==> config.mk <==
export PLATFORM = sky130hd
export DESIGN_NAME = pps_sync_ctrl
export DESIGN_NICKNAME = d
export VERILOG_FILES = /design/src/rtl/pps_sync_ctrl.sv
export SDC_FILE = /design/constraint.sdc
export NUM_CORES = 1
export LEC_CHECK = 0
export ABC_AREA = 1
export CAP_MARGIN = 20
export CELL_PAD_IN_SITES_DETAIL_PLACEMENT = 1
export CELL_PAD_IN_SITES_GLOBAL_PLACEMENT = 2
export CORE_ASPECT_RATIO = 1.1
export CORE_UTILIZATION = 28
export DETAILED_ROUTE_END_ITERATION = 10
export GPL_ROUTABILITY_DRIVEN = 1
export PLACE_DENSITY_LB_ADDON = 0.1
export SLEW_MARGIN = 5
export SYNTH_ARGS = -nofsm -noshare
export SYNTH_HDL_FRONTEND = slang
export SYNTH_SLANG_ARGS = --single-unit
==> constraint.sdc <==
create_clock -name clk -period 7.95 [get_ports clk]
set_input_delay 1.59 -clock clk [delete_from_list [all_inputs] [get_ports clk]]
set_output_delay 1.59 -clock clk [all_outputs]
set_load 0.1 [all_outputs]
==> src/rtl/pps_sync_ctrl.sv <==
// pps_sync_ctrl: qualifies GPS PPS edges, timestamps them and sequences lock/holdover for the DDS correction loop.
// Optional PPS_DEGLITCH_EN requires DEGLITCH_CYCLES of synchronised high time before an edge counts.
module pps_sync_ctrl #(
  parameter int TIMESTAMP_WIDTH = 64,
  parameter int QUALIFY_COUNT   = 3,
  parameter int TIMEOUT_WIDTH   = 28,
  parameter int DEGLITCH_CYCLES = 8
) (
  input  logic                       clk,
  input  logic                       reset,
  input  logic                       pps_in,
  input  logic [TIMESTAMP_WIDTH-1:0] timestamp,
  input  logic                       cfg_enable,
  input  logic [31:0]                cfg_window,
  input  logic [TIMEOUT_WIDTH-1:0]   cfg_timeout,
  output logic [TIMESTAMP_WIDTH-1:0] time_pps,
  output logic                       pps_valid,
  output logic                       locked,
  output logic                       holdover,
  output logic [31:0]                pps_count,
  output logic [15:0]                bad_count,
  output logic [15:0]                miss_count
);
  typedef enum logic [2:0] {IDLE, ACQUIRE, QUALIFY, LOCKED, HOLDOVER} state_t;
  state_t state, nstate;
  logic s1, s2, edge_det, in_win, counting, tmo, fwd, nfwd, bad_inc, miss_inc;
  logic [TIMESTAMP_WIDTH-1:0] prev_ts, delta;
  logic [TIMEOUT_WIDTH-1:0] tcnt;
  logic [3:0] qual, nqual;
`ifdef PPS_DEGLITCH_EN
  localparam int DW = $clog2(DEGLITCH_CYCLES + 1);
  logic [DW-1:0] dg;
  always_ff @(posedge clk or posedge reset)
    if (reset) dg <= '0;
    else dg <= !s2 ? '0 : (dg == DW'(DEGLITCH_CYCLES)) ? dg : dg + 1'b1;
  assign edge_det = s2 && dg == DW'(DEGLITCH_CYCLES - 1);
`else
  logic s3;
  always_ff @(posedge clk or posedge reset)
    if (reset) s3 <= 1'b0;
    else s3 <= s2;
  assign edge_det = s2 & ~s3;
`endif
  assign delta    = timestamp - prev_ts;
  // ~lo < window on the early side makes the window symmetric around exactly 1 s
  assign in_win   = (delta[TIMESTAMP_WIDTH-1:32] == 1 && delta[31:0] <= cfg_window) ||
                    (delta[TIMESTAMP_WIDTH-1:32] == 0 && ~delta[31:0] < cfg_window);
  assign counting = state == QUALIFY || state == LOCKED;
  assign tmo      = counting && !edge_det && tcnt == cfg_timeout;
  assign locked   = state == LOCKED;
  assign holdover = state == HOLDOVER;
  always_comb begin
    nstate   = state;
    nqual    = qual;
    nfwd     = 1'b0;
    bad_inc  = 1'b0;
    miss_inc = 1'b0;
    if (!cfg_enable) nstate = IDLE;
    else case (state)
      IDLE:    nstate = ACQUIRE;
      ACQUIRE: if (edge_det) begin nstate = QUALIFY; nqual = '0; end
      QUALIFY:
        if (edge_det && in_win) begin
          nqual = qual + 1'b1;
          if (nqual >= 4'(QUALIFY_COUNT)) begin nstate = LOCKED; nfwd = 1'b1; end
        end else if (edge_det) begin
          nqual   = '0;
          bad_inc = 1'b1;
        end else if (tmo) begin
          nstate   = ACQUIRE;
          miss_inc = 1'b1;
        end
      LOCKED:
        if (edge_det && in_win) nfwd = 1'b1;
        else if (edge_det) begin
          nstate  = QUALIFY;
          nqual   = '0;
          bad_inc = 1'b1;
        end else if (tmo) begin
          nstate   = HOLDOVER;
          miss_inc = 1'b1;
        end
      HOLDOVER: if (edge_det) begin nstate = QUALIFY; nqual = '0; end
      default: nstate = IDLE;
    endcase
  end
  always_ff @(posedge clk or posedge reset)
    if (reset) begin
      s1         <= 1'b0;
      s2         <= 1'b0;
      prev_ts    <= '0;
      tcnt       <= '0;
      state      <= IDLE;
      qual       <= '0;
      fwd        <= 1'b0;
      time_pps   <= '0;
      pps_valid  <= 1'b0;
      pps_count  <= '0;
      bad_count  <= '0;
      miss_count <= '0;
    end else begin
      s1        <= pps_in;
      s2        <= s1;
      prev_ts   <= edge_det ? timestamp : prev_ts;
      tcnt      <= (edge_det || !counting || tmo) ? '0 : tcnt + 1'b1;
      state     <= nstate;
      qual      <= nqual;
      fwd       <= nfwd;
      pps_valid <= fwd && cfg_enable;
      // prev_ts still holds the captured edge timestamp one cycle after E
      time_pps   <= (fwd && cfg_enable) ? prev_ts : time_pps;
      pps_count  <= pps_count + 32'(fwd && cfg_enable);
      bad_count  <= bad_count + 16'(bad_inc && bad_count != 16'hFFFF);
      miss_count <= miss_count + 16'(miss_inc && miss_count != 16'hFFFF);
    end
endmodule

**Yosys cells after proc, flatten, opt, wreduce, memory -nomap -nowiden**

Index checks and enable logic that the tools add are counted.

- $add $sub $neg: 6
- Multiply operators: 0
- Divide/modulo/power cells: 0
- Magnitude comparators: 3
- Eq/ne operators: 15
- Shifts and indexed selects: 0
- Mux-type cells: 29
- Bitwise gates (word level): 3
- Reduce and logical (&&, ||, !) cells: 21

Operators with widths:

| operator | number |
|---|---|
| $sub A64 B64 Y64 | 1 |
| $add A16 B1 Y16 | 2 |
| $add A32 B1 Y32 | 1 |
| $eq A32 B1 Y1 const B | 1 |
| $le A32 B32 Y1 | 1 |
| $logic_not A32 Y1 | 1 |
| $lt A32 B32 Y1 | 1 |
| $ne A16 B16 Y1 const B | 2 |
| $not A32 Y32 | 1 |
| $add A28 B1 Y28 const B | 1 |
| $eq A28 B28 Y1 | 1 |
| $mux W28 | 1 |
| $mux W3 | 9 |
| $mux W1 | 13 |
| $mux W4 | 3 |
| $ne A4 B3 Y1 const B | 3 |
| $pmux W3 S4 | 1 |
| $pmux W4 S3 | 1 |
| $logic_and A1 B1 Y1 | 8 |
| $eq A3 B2 Y1 const B | 2 |
| $reduce_and A6 Y1 | 1 |
| $add A4 B1 Y4 const B | 1 |
| $ge A4 B2 Y1 const B | 1 |
| $logic_or A1 B1 Y1 | 4 |
| 14 further kinds | 16 |

- Bits in registers: 232
- Bits in latches: 0
- Memory bits (writable): 0
- ROM bits: 0
- Input bits: 128
- Memories kept: 0

**Longest topological paths before layout**

- Depth after elaboration: 12
- Mapped depth: 39
- Gate-level depth less buffers: 39

**Least setup slack after synthesis**

Ideal clock, no wire load.

- Path type: input to register
- From: input timestamp[0]
- To: register bad_count[15]
- Library setup time: 158 ps
- Arrival time: 5764 ps
- Data required time: 7792 ps
- Setup slack: 2028 ps
- Stages on the path: 35
- Buffers on the path: 0
- Cells stage by stage: inv_1 ha_1 fa_1 nand3b_1 nand2_1 nand2_1 nand2_1 nand2_1 nand2_1 xor2_1 ha_1 nor4_1 inv_1 nor4_1 nand2_1 nand2_1 nand2_1 nand2_1 nand2_1 nand3_1 nand2_1 nand2_1 o311ai_0 inv_1 ha_1 nand3_1 nor2_1 nand3_1 inv_1 nand4_1 nor2_1 nand2_1 nor2_1 nand2_1 xnor2_1

- Word-level cells in the longest chain between the ends: 11

Ends and longest elaborated chain:

| element | RTL line | RTL |
|---|---|---|
| start: declaration | 12 | `input logic [TIMESTAMP_WIDTH-1:0] timestamp,` |
| $sub A64 B64 Y64 * | 44 | `assign delta = timestamp - prev_ts;` |
| $not A32 Y32 | 47 | `(delta[TIMESTAMP_WIDTH-1:32] == 0 && ~delta[31:0] < cfg_window);` |
| $lt A32 B32 Y1 | 47 |  |
| $logic_and A1 B1 Y1 | 47 |  |
| $logic_or A1 B1 Y1 * | 46 | `assign in_win = (delta[TIMESTAMP_WIDTH-1:32] == 1 && delta[31:0] <= cfg_window) \|\|` |
| $logic_and A1 B1 Y1 * | 63, 74 |  |
| $mux W1 * | 74 | `if (edge_det && in_win) nfwd = 1'b1;` |
| $mux W1 * | n/a |  |
| $mux W1 * | 58 | `if (!cfg_enable) nstate = IDLE;` |
| $logic_and A1 B1 Y1 * | 113 | `bad_count <= bad_count + 16'(bad_inc && bad_count != 16'hFFFF);` |
| $add A16 B1 Y16 * | 113 |  |
| end signal: assignment | 113 |  |
| end: declaration | 21 | `output logic [15:0] bad_count,` |

Every way passes the cells marked *; elsewhere a longest branch is shown, timed or not.
A chain may end at the register's enable or synchronous reset.

**Worst setup path in the final report**

Ends and elaborated chain as after synthesis.

==> impl_metrics.csv <==
group,metric,value,unit
setup_path,cp_data_arrival_time,7.40,ns
pwr,vdd_ir_drop_max,169,uV
place,detailed_place_hpwl,53100,um
logic_synthesis,synth_edf_count,0,
setup_path,criticalPathCategory,"in -> reg",
die,die_h,264,um
sta,hold_violations,0,
cts,clock_sinks,232,
logic_synthesis,synth_compound_area_share,7.88,%
logic_synthesis,synth_xor_area_share,5.95,%
logic_synthesis,synth_top_area_cell,"dfrtp_1",
pwr,internal-power,0.00248,W
setup_path,r2r-start,"prev_ts[20]",
layout,final_area,22000,um^2
cts,htreeDepth,1,
setup_path,path_delay_family,"simple AND/OR/NAND/NOR gates",
route,vias_per_cell,4.52,
pwr,power,0.00410,W
pwr,leakage,11.7,nW
cts,path_clk_slew,0.06,ns
layout,layout-drive-gt1-share,3.49,%
setup_path,critPathLaunch,"timestamp[0]",
flow_run,max_cap_viol_count,0,
die,core,61500,um^2
sta,max_slew_margin,27.1,%
logic_synthesis,synth_area_leaders,"dfrtp_1 (33%), nand2_1 (18%), inv_1 (11%), ha_1 (9.7%), o21ai_0 (4.4%)",
global_routing,antenna_found_initial,1,
setup_path,path_buf_inv,5,
pwr,p_comb_share,37.5,%
cts,clock_latency,0.58,ns
die,initial_core_util,28.5,%
sta,drv_slew,0,
logic_synthesis,syn_nets,2873,
die,die_width,240,um
pwr,power.share.clock,31.7,%
pwr,power_density,186,nW/um^2
global_routing,use_met1,26.7,%
place,post_dp_cell_area,21100,um^2
setup_path,path_depth,36,
min_path,holdPathStages,0,
global_routing,grt_pass1_vias,18200,
logic_synthesis,ys_ff_latch,232,
logic_synthesis,synth_ff_type,"dfrtp_1",
sta,tns,0,ns
route,vias,16800,
logic_synthesis,async_flop_share,100,%
layout,instances_no_fill,3719,
setup_path,crit_slowest_cell,"clkdlybuf4s50_1",
route,wl,62900,um
setup_path,cp_data_required_time,8.41,ns
global_routing,busiest_layer,"met2",
sta,period_minus_slack,6.94,ns
logic_synthesis,yosysTopAreaCellShare,33.2,%
cts,clockBufferDepth,3,
sta,finClkSkew,0.0146,ns
cts,cts_tree,"built",
setup_path,crit_fanout,6,
cts,cts_made_buffers,29,
setup_path,crit_path_end_kind,"flip-flop",
pwr,sw_frac_of_total,39.5,%
route,detail-route-antenna-nets,0,
global_routing,grt_pass1_wl,101000,um
logic_synthesis,avgSynthCellArea,6.71,um^2
place,placed_cells,3666,
cts,cts_root_buffer,"clkbuf_16",
setup_path,reg2reg_depth,35,
die,row_count,95,
logic_synthesis,synthMuxAreaShare,0,%
global_routing,grt_util_met3,2.03,%
place,gp_congestion,0.874,
run_status,status,"finished clean",
layout,n_antenna_cell,0,
logic_synthesis,synth_top_family_by_area,"simple AND/OR/NAND/NOR gates",
layout,mostFrequentLayoutCell,"nand2_1",
sta,min_period_over_period,87.2,%
cts,hold_buffers,0,
route,dr.pass1.iters,4,
logic_synthesis,yosysWarnings,0,
die,dieArea,63500,um^2
logic_synthesis,yosys.area_share.simple,30.8,%
logic_synthesis,synth_cell_types,49,
logic_synthesis,ys_seq_area_share,33.2,%
route,drc,0,
logic_synthesis,synth_area,17500,um^2
layout,nets,3138,
cts,cts_resized,0,
setup_path,worst_path_largest_cell_delay,0.49,ns
setup_path,startpoint_type,"primary input",
logic_synthesis,synthAdderAreaFrac,9.84,%
sta,rsz0062_at_grt,"false",
die,pin_count,259,
global_routing,grt_use_met2,35.2,%
min_path,min_from,"s1",
logic_synthesis,syn-instance-count,2608,
sta,setup_violations,0,
place,port_buffers,258,
layout,syn2layout_area_growth,25.9,%
sta,max_freq,144,MHz
pwr,p_seq_share,30.8,%
setup_path,cpMostUsedCell,"nand2_1",
route,wire_per_inst,16.9,um
cts,post-cts-setup-buffers,0,
global_routing,grt_max_degree,139,
global_routing,overflow,0,
sta,worstMarginPinSlew,1.09,ns
global_routing,grt_use_total,20.2,%
pwr,switching_power,0.00162,W
layout,layout_common_cells,"nand2_1 (854), inv_1 (533), clkdlybuf4s50_1 (258)",
route,drt-initial-drc-count,609,
min_path,hold_path_class,"reg -> reg",
==> cell type report <==
type	count	area [um^2]
clock buffers	38	820
multi-input cells	1801	9550
clock inverters	15	116
well taps	824	1030
fillers	7747	39400
inverters	544	2050
repair buffers	265	2670
flip-flops and latches	232	5810
==> worst reg2reg max path, delay by kind of cell (launching register included) <==
| kind | cells | cell delay, ns |
|---|---|---|
| AOI/OAI and AO/OA | 1 | 0.13 |
| buffers and inverters | 5 | 0.49 |
| DFF | 1 | 0.32 |
| adders and majority gates | 3 | 0.82 |
| xor gates and xnor gates | 2 | 0.63 |
| and+or+nand+nor | 24 | 3.35 |
==> metal layers <==
| metal | vias to the layer above | wire, um |
|---|---|---|
| met3 | 64 | 1730 |
| li1 | 8512 | - |
| met1 | 8045 | 29600 |
| met2 | 198 | 30400 |
| met5 | - | 13 |
| met4 | 2 | 1190 |
==> kinds of logic after synthesis <==
family,Yosys count
DFF,232
buffers and inverters,575
and+or+nand+nor,1284
xor gates and xnor gates,119
adders and majority gates,137
AOI/OAI and AO/OA,261
==> power groups by stage <==
stage / Sequential, W / Clock [W] / Combinational (W)
after global routing: 0.00127 / 0.00140 / 0.00175
after floorplan: 0.00132 / 0 / 0.000970
after CTS: 0.00127 / 0.00136 / 0.00156
after detailed placement: 0.00129 / 0 / 0.00155
after global placement: 0.00128 / 0 / 0.00152
final: 0.00127 / 0.00130 / 0.00154
==> synthesized netlist by cell type (4+ instances only) <==
master / n
a221oi_1: 4
nor3_1: 32
nor3b_1: 7
nor2_2: 10
xor2_1: 58
nand3b_1: 12
nand3_1: 80
and3_1: 6
nand2_2: 6
clkbuf_1: 29
nor4_1: 13
and2_1: 4
inv_1: 534
xnor2_1: 61
a21oi_1: 76
o21ai_1: 4
nand4_1: 46
nand2_1: 855
nor2_1: 195
ha_1: 136
dfrtp_1: 232
inv_2: 10
o21ai_0: 155
o21bai_1: 8
==> metrics by stage <==
stage	setup slack, ns	hold WS [ns]	util, %
floorplan	2.03	0.331	-
global placement	0.420	0.341	34.3
detailed placement	0.421	0.339	34.3
CTS	0.993	0.353	35.9
global route	0.350	0.371	35.9
finish	1.01	0.349	35.9
==> sequential cells by signal, summed over array words and instances, names as in the netlist <==
register and flops:
prev_ts 64, time_pps 64, pps_count 32, tcnt 28
bad_count 16, miss_count 16, qual 4, state 3
fwd 1, pps_valid 1, s1 1, s2 1
s3 1
==> path summary, 6_finish.rpt <==
check	slack, ns	endpoint
setup / recovery	1.01	bad_count[15]
hold / removal	0.35	s2
setup reg to reg	2.14	bad_count[15]
hold reg to reg	0.35	s2
max in group asynchronous	5.30	time_pps[26]
min in group asynchronous	1.41	pps_count[21]
Note: power is estimated with default switching activity, not from simulation.
